$ cat src/rtl/arb_3x1.sv
// Round-robin arbiter for three requesters sharing one resource port.
// Grants are held until done, requester withdrawal, or a hold-limit timeout.
module arb_3x1 #(
   parameter int MAX_HOLD = 16
) (
   input  logic       clk,
   input  logic       reset,
   input  logic [2:0] req,
   input  logic       done,
   output logic [2:0] grant,
   output logic [1:0] sel,
   output logic       valid,
   output logic       timeout
);

   // state | meaning
   // IDLE  | no grant active, waiting for any request
   // BUSY  | one requester owns the resource, hold counter running

   localparam int CW = (MAX_HOLD > 2) ? $clog2(MAX_HOLD) : 1;
   localparam logic [CW-1:0] CNT_LAST = CW'(MAX_HOLD - 1);

   typedef enum logic {IDLE, BUSY} state_t;

   state_t        state;
   logic [CW-1:0] cnt;
   logic [1:0]    last;

   logic          pick_any;
   logic [1:0]    pick_idx;
   logic          held;
   logic          hit_limit;
   logic          rel;

   // Search starts just after the previous winner so it gets lowest priority.
   always_comb begin
      pick_any = 1'b0;
      pick_idx = 2'd0;
      for (int k = 1; k <= 3; k++) begin
         logic [1:0] c;
         c = 2'((int'(last) + k) % 3);
         if (!pick_any && req[c]) begin
            pick_any = 1'b1;
            pick_idx = c;
         end
      end
   end

   assign held      = |(grant & req);
   assign hit_limit = (cnt == CNT_LAST);
   assign rel       = done || !held || hit_limit;

   always_ff @(posedge clk or posedge reset) begin
      if (reset) begin
         state   <= IDLE;
         grant   <= 3'b000;
         sel     <= 2'b00;
         valid   <= 1'b0;
         timeout <= 1'b0;
         cnt     <= '0;
         last    <= 2'd2;
      end else begin
         timeout <= 1'b0;
         case (state)
            IDLE: begin
               if (pick_any) begin
                  state <= BUSY;
                  grant <= 3'b001 << pick_idx;
                  sel   <= pick_idx;
                  valid <= 1'b1;
                  last  <= pick_idx;
                  cnt   <= '0;
               end
            end
            BUSY: begin
               if (rel) begin
                  // done takes precedence; abort also suppresses the pulse
                  timeout <= !done && held && hit_limit;
                  cnt     <= '0;
                  if (pick_any) begin
                     grant <= 3'b001 << pick_idx;
                     sel   <= pick_idx;
                     valid <= 1'b1;
                     last  <= pick_idx;
                  end else begin
                     state <= IDLE;
                     grant <= 3'b000;
                     sel   <= 2'b00;
                     valid <= 1'b0;
                  end
               end else begin
                  cnt <= cnt + 1'b1;
               end
            end
            default: state <= IDLE;
         endcase
      end
   end

   a_sel_legal: assert property (@(posedge clk) disable iff (reset) sel != 2'b11);

endmodule

$ cat config.mk
export PLATFORM = sky130hd
export DESIGN_NAME = arb_3x1
export DESIGN_NICKNAME = d
export VERILOG_FILES = /design/src/rtl/arb_3x1.sv
export SDC_FILE = /design/constraint.sdc
export NUM_CORES = 1
export LEC_CHECK = 0
export BUFFER_PORTS_ARGS = -buffer_cell sky130_fd_sc_hd__buf_2
export CAP_MARGIN = 5
export CORE_MARGIN = 2
export CORE_UTILIZATION = 55
export DETAILED_ROUTE_END_ITERATION = 10
export PLACE_DENSITY = 0.89
export SETUP_SLACK_MARGIN = 0.15
export SYNTH_ARGS = -nofsm -noshare
export SYNTH_HDL_FRONTEND = slang
export SYNTH_SLANG_ARGS = --single-unit
$ cat constraint.sdc
create_clock -name clk -period 5.5 [get_ports clk]
set_input_delay 0.825 -clock clk [delete_from_list [all_inputs] [get_ports clk]]
set_output_delay 0.825 -clock clk [all_outputs]
set_load 0.02 [all_outputs]
# After elaboration in Yosys (flattened, before gate mapping)
# Index checks and enable logic that the tools add are counted.
dict set report totals {
  regBits 14
  latch_bits 0
  ram_bits 0
  romBits 0
  in_bits 6
  out_inout_bits 7
  mem_count 0
}
dict set report classes {
  add_sub_neg 4
  multipliers 0
  div_mod_pow 3
  order_cmp 3
  n_eq_ne 3
  shift 1
  muxes 34
  n_bitwise 2
  n_reduce_logical 12
}
# operator count
set ops {}
lappend ops {{32-bit by 3-bit remainder unit with 32-bit output, second input constant} 3}
lappend ops {{2-bit 2-to-1 mux} 8}
lappend ops {{1-bit 2-to-1 mux} 12}
lappend ops {{2-bit by 3-bit < comparator with 1-bit output, second input constant} 3}
lappend ops {{3-bit 2-to-1 mux} 3}
lappend ops {{4-bit 2-to-1 mux} 2}
lappend ops {{2-bit one-hot mux with 2 select lines} 2}
lappend ops {{4-bit one-hot mux with 2 select lines} 1}
lappend ops {{2-bit by 2-bit adder with 3-bit output, second input constant} 2}
lappend ops {{1-bit binary-select mux with 2-bit select} 3}
lappend ops {{3-bit one-hot mux with 2 select lines} 1}
lappend ops {{4-bit by 1-bit adder with 4-bit output, second input constant} 1}
lappend ops {{4-bit == test, second input constant} 1}
lappend ops {{1-bit logical AND} 4}
lappend ops {{1-bit zero test} 4}
lappend ops {{1-bit one-hot mux with 2 select lines} 2}
lappend ops {{2-bit by 1-bit adder with 3-bit output, second input constant} 1}
lappend ops {{3-bit AND} 1}
lappend ops {{3-bit OR reduction} 1}
lappend ops {{1-bit by 2-bit << shifter with 3-bit output, first input constant} 1}
lappend ops {{1-bit logical OR} 2}
lappend ops {{2-bit by 1-bit inequality test with 1-bit output, second input constant} 1}
lappend ops {{2-bit inequality test, second input constant} 1}
lappend ops {{2-bit AND reduction} 1}
lappend ops {{1-bit NOT} 1}

# Logic depth before layout (Yosys ltp)
dict set report depth {
  word_depth 15
  depth_mapped 8
  depth_no_buf 7
}

# Worst setup path after synthesis
# OpenSTA, ideal clock, no wires.
dict set report synth_path {
  path_kind {flip-flop to flip-flop}
  from {register last[1]}
  to {register cnt[3]}
  t_arrival_ps 1907
  required_time_ps 5420
  setup_slack_ps 3513
  stages_incl_launch_ff 9
  n_path_buf 1
  period_less_slack_ps 1987
  path_cell_list {dfstp_2 > inv_1 > ha_1 > buf_6 > mux2i_1 > o22ai_1 > or2_4 > or3_4 > a31oi_4}
}
dict set report synth_via {
  elab_chain_len 12
  elab_cells_between_ends 20
  cone_classes {3 x add/sub; 3 x div; 1 x eq/ne; 9 x mux; 4 x reduce/logical}
}
# item line
set synth_lines {}
lappend synth_lines {{start: declaration} 27} ;# logic [1:0] last;
lappend synth_lines {{start signal: assignment} 71} ;# last <= pick_idx;
lappend synth_lines {{start signal: assignment} 84} ;# last <= pick_idx;
lappend synth_lines {{2-bit by 1-bit adder with 3-bit output} 41} ;# c = 2'((int'(last) + k) % 3);
lappend synth_lines {{32-bit by 3-bit remainder unit with 32-bit output} 41}
lappend synth_lines {{1-bit binary-select mux with 2-bit select} 42} ;# if (!pick_any && req[c]) begin
lappend synth_lines {{1-bit 2-to-1 mux (not written as such)} 42}
lappend synth_lines {{1-bit 2-to-1 mux} 42}
lappend synth_lines {{1-bit zero test} 42}
lappend synth_lines {{1-bit logical AND} 42}
lappend synth_lines {{1-bit 2-to-1 mux} 42}
lappend synth_lines {{1-bit zero test} 42}
lappend synth_lines {{1-bit logical AND} 42}
lappend synth_lines {{1-bit 2-to-1 mux (*)} 42}
lappend synth_lines {{2-bit inequality test (no line) (*)} n/a}
lappend synth_lines {{end signal: assignment} 92} ;# cnt <= cnt + 1'b1;
lappend synth_lines {{end: declaration} 26} ;# logic [CW-1:0] cnt;
# Mark *: on every way between the ends. The rest lies on a longest branch, timed or not. The select of a mux whose other input is x is not followed.
# A chain may end at the register's enable or synchronous reset.

# Worst setup path after layout
dict set report layout_path {
  from {register last[0]}
  to {register valid}
}
dict set report layout_via {
  elab_chain_len 14
  elab_cells_between_ends 24
  cone_classes {3 x add/sub; 3 x div; 1 x eq/ne; 12 x mux; 5 x reduce/logical}
}
# item line
set layout_lines {}
lappend layout_lines {{2-bit by 1-bit adder with 3-bit output} 41}
lappend layout_lines {{32-bit by 3-bit remainder unit with 32-bit output} 41}
lappend layout_lines {{1-bit binary-select mux with 2-bit select} 42}
lappend layout_lines {{1-bit 2-to-1 mux (not written as such)} 42}
lappend layout_lines {{1-bit 2-to-1 mux} 42}
lappend layout_lines {{1-bit zero test} 42}
lappend layout_lines {{1-bit logical AND} 42}
lappend layout_lines {{1-bit 2-to-1 mux} 42}
lappend layout_lines {{1-bit zero test} 42}
lappend layout_lines {{1-bit logical AND} 42}
lappend layout_lines {{1-bit 2-to-1 mux (*)} 42}
lappend layout_lines {{1-bit 2-to-1 mux} 80} ;# if (pick_any) begin
lappend layout_lines {{1-bit 2-to-1 mux} 76} ;# if (rel) begin
lappend layout_lines {{1-bit one-hot mux with 2 select lines} 64} ;# case (state)
lappend layout_lines {{end signal: assignment} 70} ;# valid <= 1'b1;
lappend layout_lines {{end signal: assignment} 83} ;# valid <= 1'b1;
lappend layout_lines {{end signal: assignment} 89} ;# valid <= 1'b0;
lappend layout_lines {{end: declaration} 12} ;# output logic valid,
# Marked as above.

==> flow_summary.toml <==
[floorplanning]
die_y_um = 43.1
core_mm2 = 0.00147
num_rows = 14
die_area_mm2 = 0.00186
ios = 13
initial_core_util = 0.572
die_w_um = 43.1

[logic_synthesis]
ys_seq_area_frac = 0.418
syn_area_per_cell_um2 = 10.5
syn_inst = 80
yosysWarnings = 0
syn_area_um2 = 842
synthDistinctLibCells = 36
syn_nets = 90
ys_ff_latch = 14

[critical_path]
worstPathRequired_ns = 5.67
timing.rr.start = "last[0]"
timing.critical_path.from_type = "flip-flop"
worstPathMaxFanout = 8
reg2reg_depth = 7
path_cells = "inv_1 > ha_1 > mux2i_1 > o22ai_1 > or2_4 > o21ai_0 > a21bo_2"
arrival_ns = 2.43
worstSetupEndpointType = "flip-flop"
rr_endpoint = "valid"
critPathSlowestCell = "ha_1"
cpPeakStageDelay_ns = 0.45
regToRegSetupSlack_ns = 3.25
worstSetupPathType = "flip-flop to flip-flop"

[placed_design]
place_hpwl_mm = 1.29
port_buffers = 12
placed_cells = 106
gp_congestion = 0.865
dpl_cell_area_um2 = 900

[layout]
nNetsFinal = 105
final_common_cell = "dfrtp_1"
drive_gt1_frac = 0.277
area_delta_synth_final_pct = 11.1
fillers = 134
final_cells = 110
diodes = 0
mostFrequentLayoutCells = "dfrtp_1 (13), buf_2 (12), inv_1 (8), nand2_1 (6)"
design_area_um2 = 936

[drt]
route.detailed.drc = 0
wire_per_inst_um = 14.9
first_pass_iters = 4
drtIter0Drc = 17
ant_nets = 0
vias_per_cell = 5.94
wl_mm = 1.64
via_count = 653

[power]
power.share.clock = 0.137
p_sw_mw = 0.225
leakagePower_nw = 0.473
p_seq_frac = 0.311
switching_share = 0.424
vdd_ir_drop_max_mv = 0.357
p_int_mw = 0.307
combPwrFrac = 0.551
p_per_area_mw_per_mm2 = 568

[sta]
fin_crit_ns = 2.25
skew_ns = 0.00214
rsz0062_at_grt = "false"
hold_violations = 0
slew_violations = 0
max_freq_ghz = 0.444
tns_ns = 0
layout_worst_path_cycle_share = 0.410
holdWs_ns = 0.482
worstMarginPinSlew_ns = 0.536
slew_headroom = 0.642
finalSetupViolations = 0

[global_route]
grt_start_max_net_pins = 15
grt_pass1_wl_mm = 2.80
grt.total_usage = 0.208
grt_pass1_vias = 636
antenna_found_initial = 0
grt-ovfl-total = 0

[clock_network]
clk_latency_ns = 0.28
cts_buffers = 3
cts_sinks = 14
cts_tree = "built"
cts_post_setup_buffers_inserted = 0
ctsRootBufferMaster = "clkbuf_4"
hold_buffers = 0
cts_buffer_depth = 2
path_clk_slew_ns = 0.08
postCtsResizedCells = 0
htree_levels = 1

[worst_hold_path]
holdPathEnd = "sel[1]"
hp-start = "sel[1]"
hold_class = "flip-flop to flip-flop"
min_path_cells = 1

[flow_run]
maxCapViolCount = 0

[outcome]
status = "complete, no violations"
-- cell type report --
cell class                      instances  area [um^2]  share of cell area
Timing Repair Buffer                   12         60.1              0.0642
Multi-Input combinational cell         56          438               0.468
Clock buffer                            4         36.3              0.0388
Sequential cell                        14          352               0.376
Tap cell                               16         20.0              0.0214
Inverter                                8         30.0              0.0321
-- flip-flops by register name (all words and copies together), names as in the netlist --
| register | count |
|---|---|
| last | 2 |
| sel | 2 |
| grant | 3 |
| timeout | 1 |
| state | 1 |
| valid | 1 |
| cnt | 4 |
-- worst max-delay path: cells and delay by family (launching register included) --
| kind | cells | cell delay [ns] |
|---|---|---|
| DFF | 1 | 0.41 |
| adders and majority gates | 1 | 0.45 |
| buffers and inverters | 1 | 0.06 |
| and+or+nand+nor | 1 | 0.27 |
| AOI/OAI and AO/OA | 3 | 0.68 |
| muxes | 1 | 0.27 |
-- cell usage after synthesis --
library cell  count  area [um^2]
nand3_1           2         10.0
o21ai_0           1         5.00
dfstp_2           1         26.3
a21oi_2           1         8.76
or3_1             1         6.26
inv_1             8         30.0
o221ai_1          1         8.76
a21oi_1           4         20.0
or3_4             1         11.3
and3_1            1         6.26
nor3b_1           1         7.51
nand2b_1          1         6.26
o21a_1            1         7.51
mux2i_1           4         40.0
a222oi_1          1         10.0
o211ai_1          1         7.51
ha_1              4         50.1
mux2i_2           1         13.8
o22ai_1           2         12.5
o211a_1           1         10.0
a221o_1           1         10.0
o31ai_4           1         21.3
nor2_1            5         18.8
nand4_1           1         6.26
dfrtp_1          13          325
a22o_1            1         8.76
and2_1            1         6.26
o21ai_2           1         8.76
nand3b_1          1         7.51
a31oi_4           1         21.3
buf_6             2         22.5
or2_4             1         8.76
a21o_1            5         37.5
or3b_2            1         8.76
nand2_1           6         22.5
a21bo_2           1         10.0
-- worst max-delay path by stage --
stage | start | to | slack (ns)
global route | last[0] | valid | 3.10
detailed placement | req[2] | last[0] | 3.15
finish | last[0] | valid | 3.25
CTS | last[0] | valid | 3.23
floorplan | last[1] | cnt[3] | 3.51
global placement | req[2] | last[0] | 3.23
-- through the flow --
step           setup slack [ns]  power (mW)  utilization
4_1_cts                    3.23       0.538        0.636
3_3_place_gp               3.23       0.447        0.611
2_1_floorplan              3.51       0.411            -
6_report                   3.25       0.532        0.636
3_5_place_dp               3.15       0.461        0.611
5_1_grt                    3.10       0.571        0.636
-- routing by layer --
metal / GRT usage / wire (um) / vias up
li1: - / - / 317
met1: 0.244 / 667 / 318
met2: 0.346 / 886 / 14
met3: 0.0468 / 66 / 4
met4: 0.115 / 19 / 0
met5: 0 / 0 / -
-- logic make-up (layout without fill, tap and decap cells) --
kind of cell | Yosys count | count (layout) | synth area share
fa+ha+maj | 4 | 4 | 0.0594
compound gates | 24 | 24 | 0.247
simple gates | 23 | 23 | 0.150
flops | 14 | 14 | 0.418
mux | 5 | 5 | 0.0639
buf+inv | 10 | 24 | 0.0624
-- power by group through the flow --
stage	clock network, mW	registers, mW	logic, mW
finish	0.0731	0.166	0.293
global placement	0	0.166	0.281
floorplan	0	0.186	0.225
global route	0.0797	0.170	0.321
detailed placement	0	0.168	0.293
CTS	0.0758	0.166	0.296
Power figures use the tool's default switching activity.
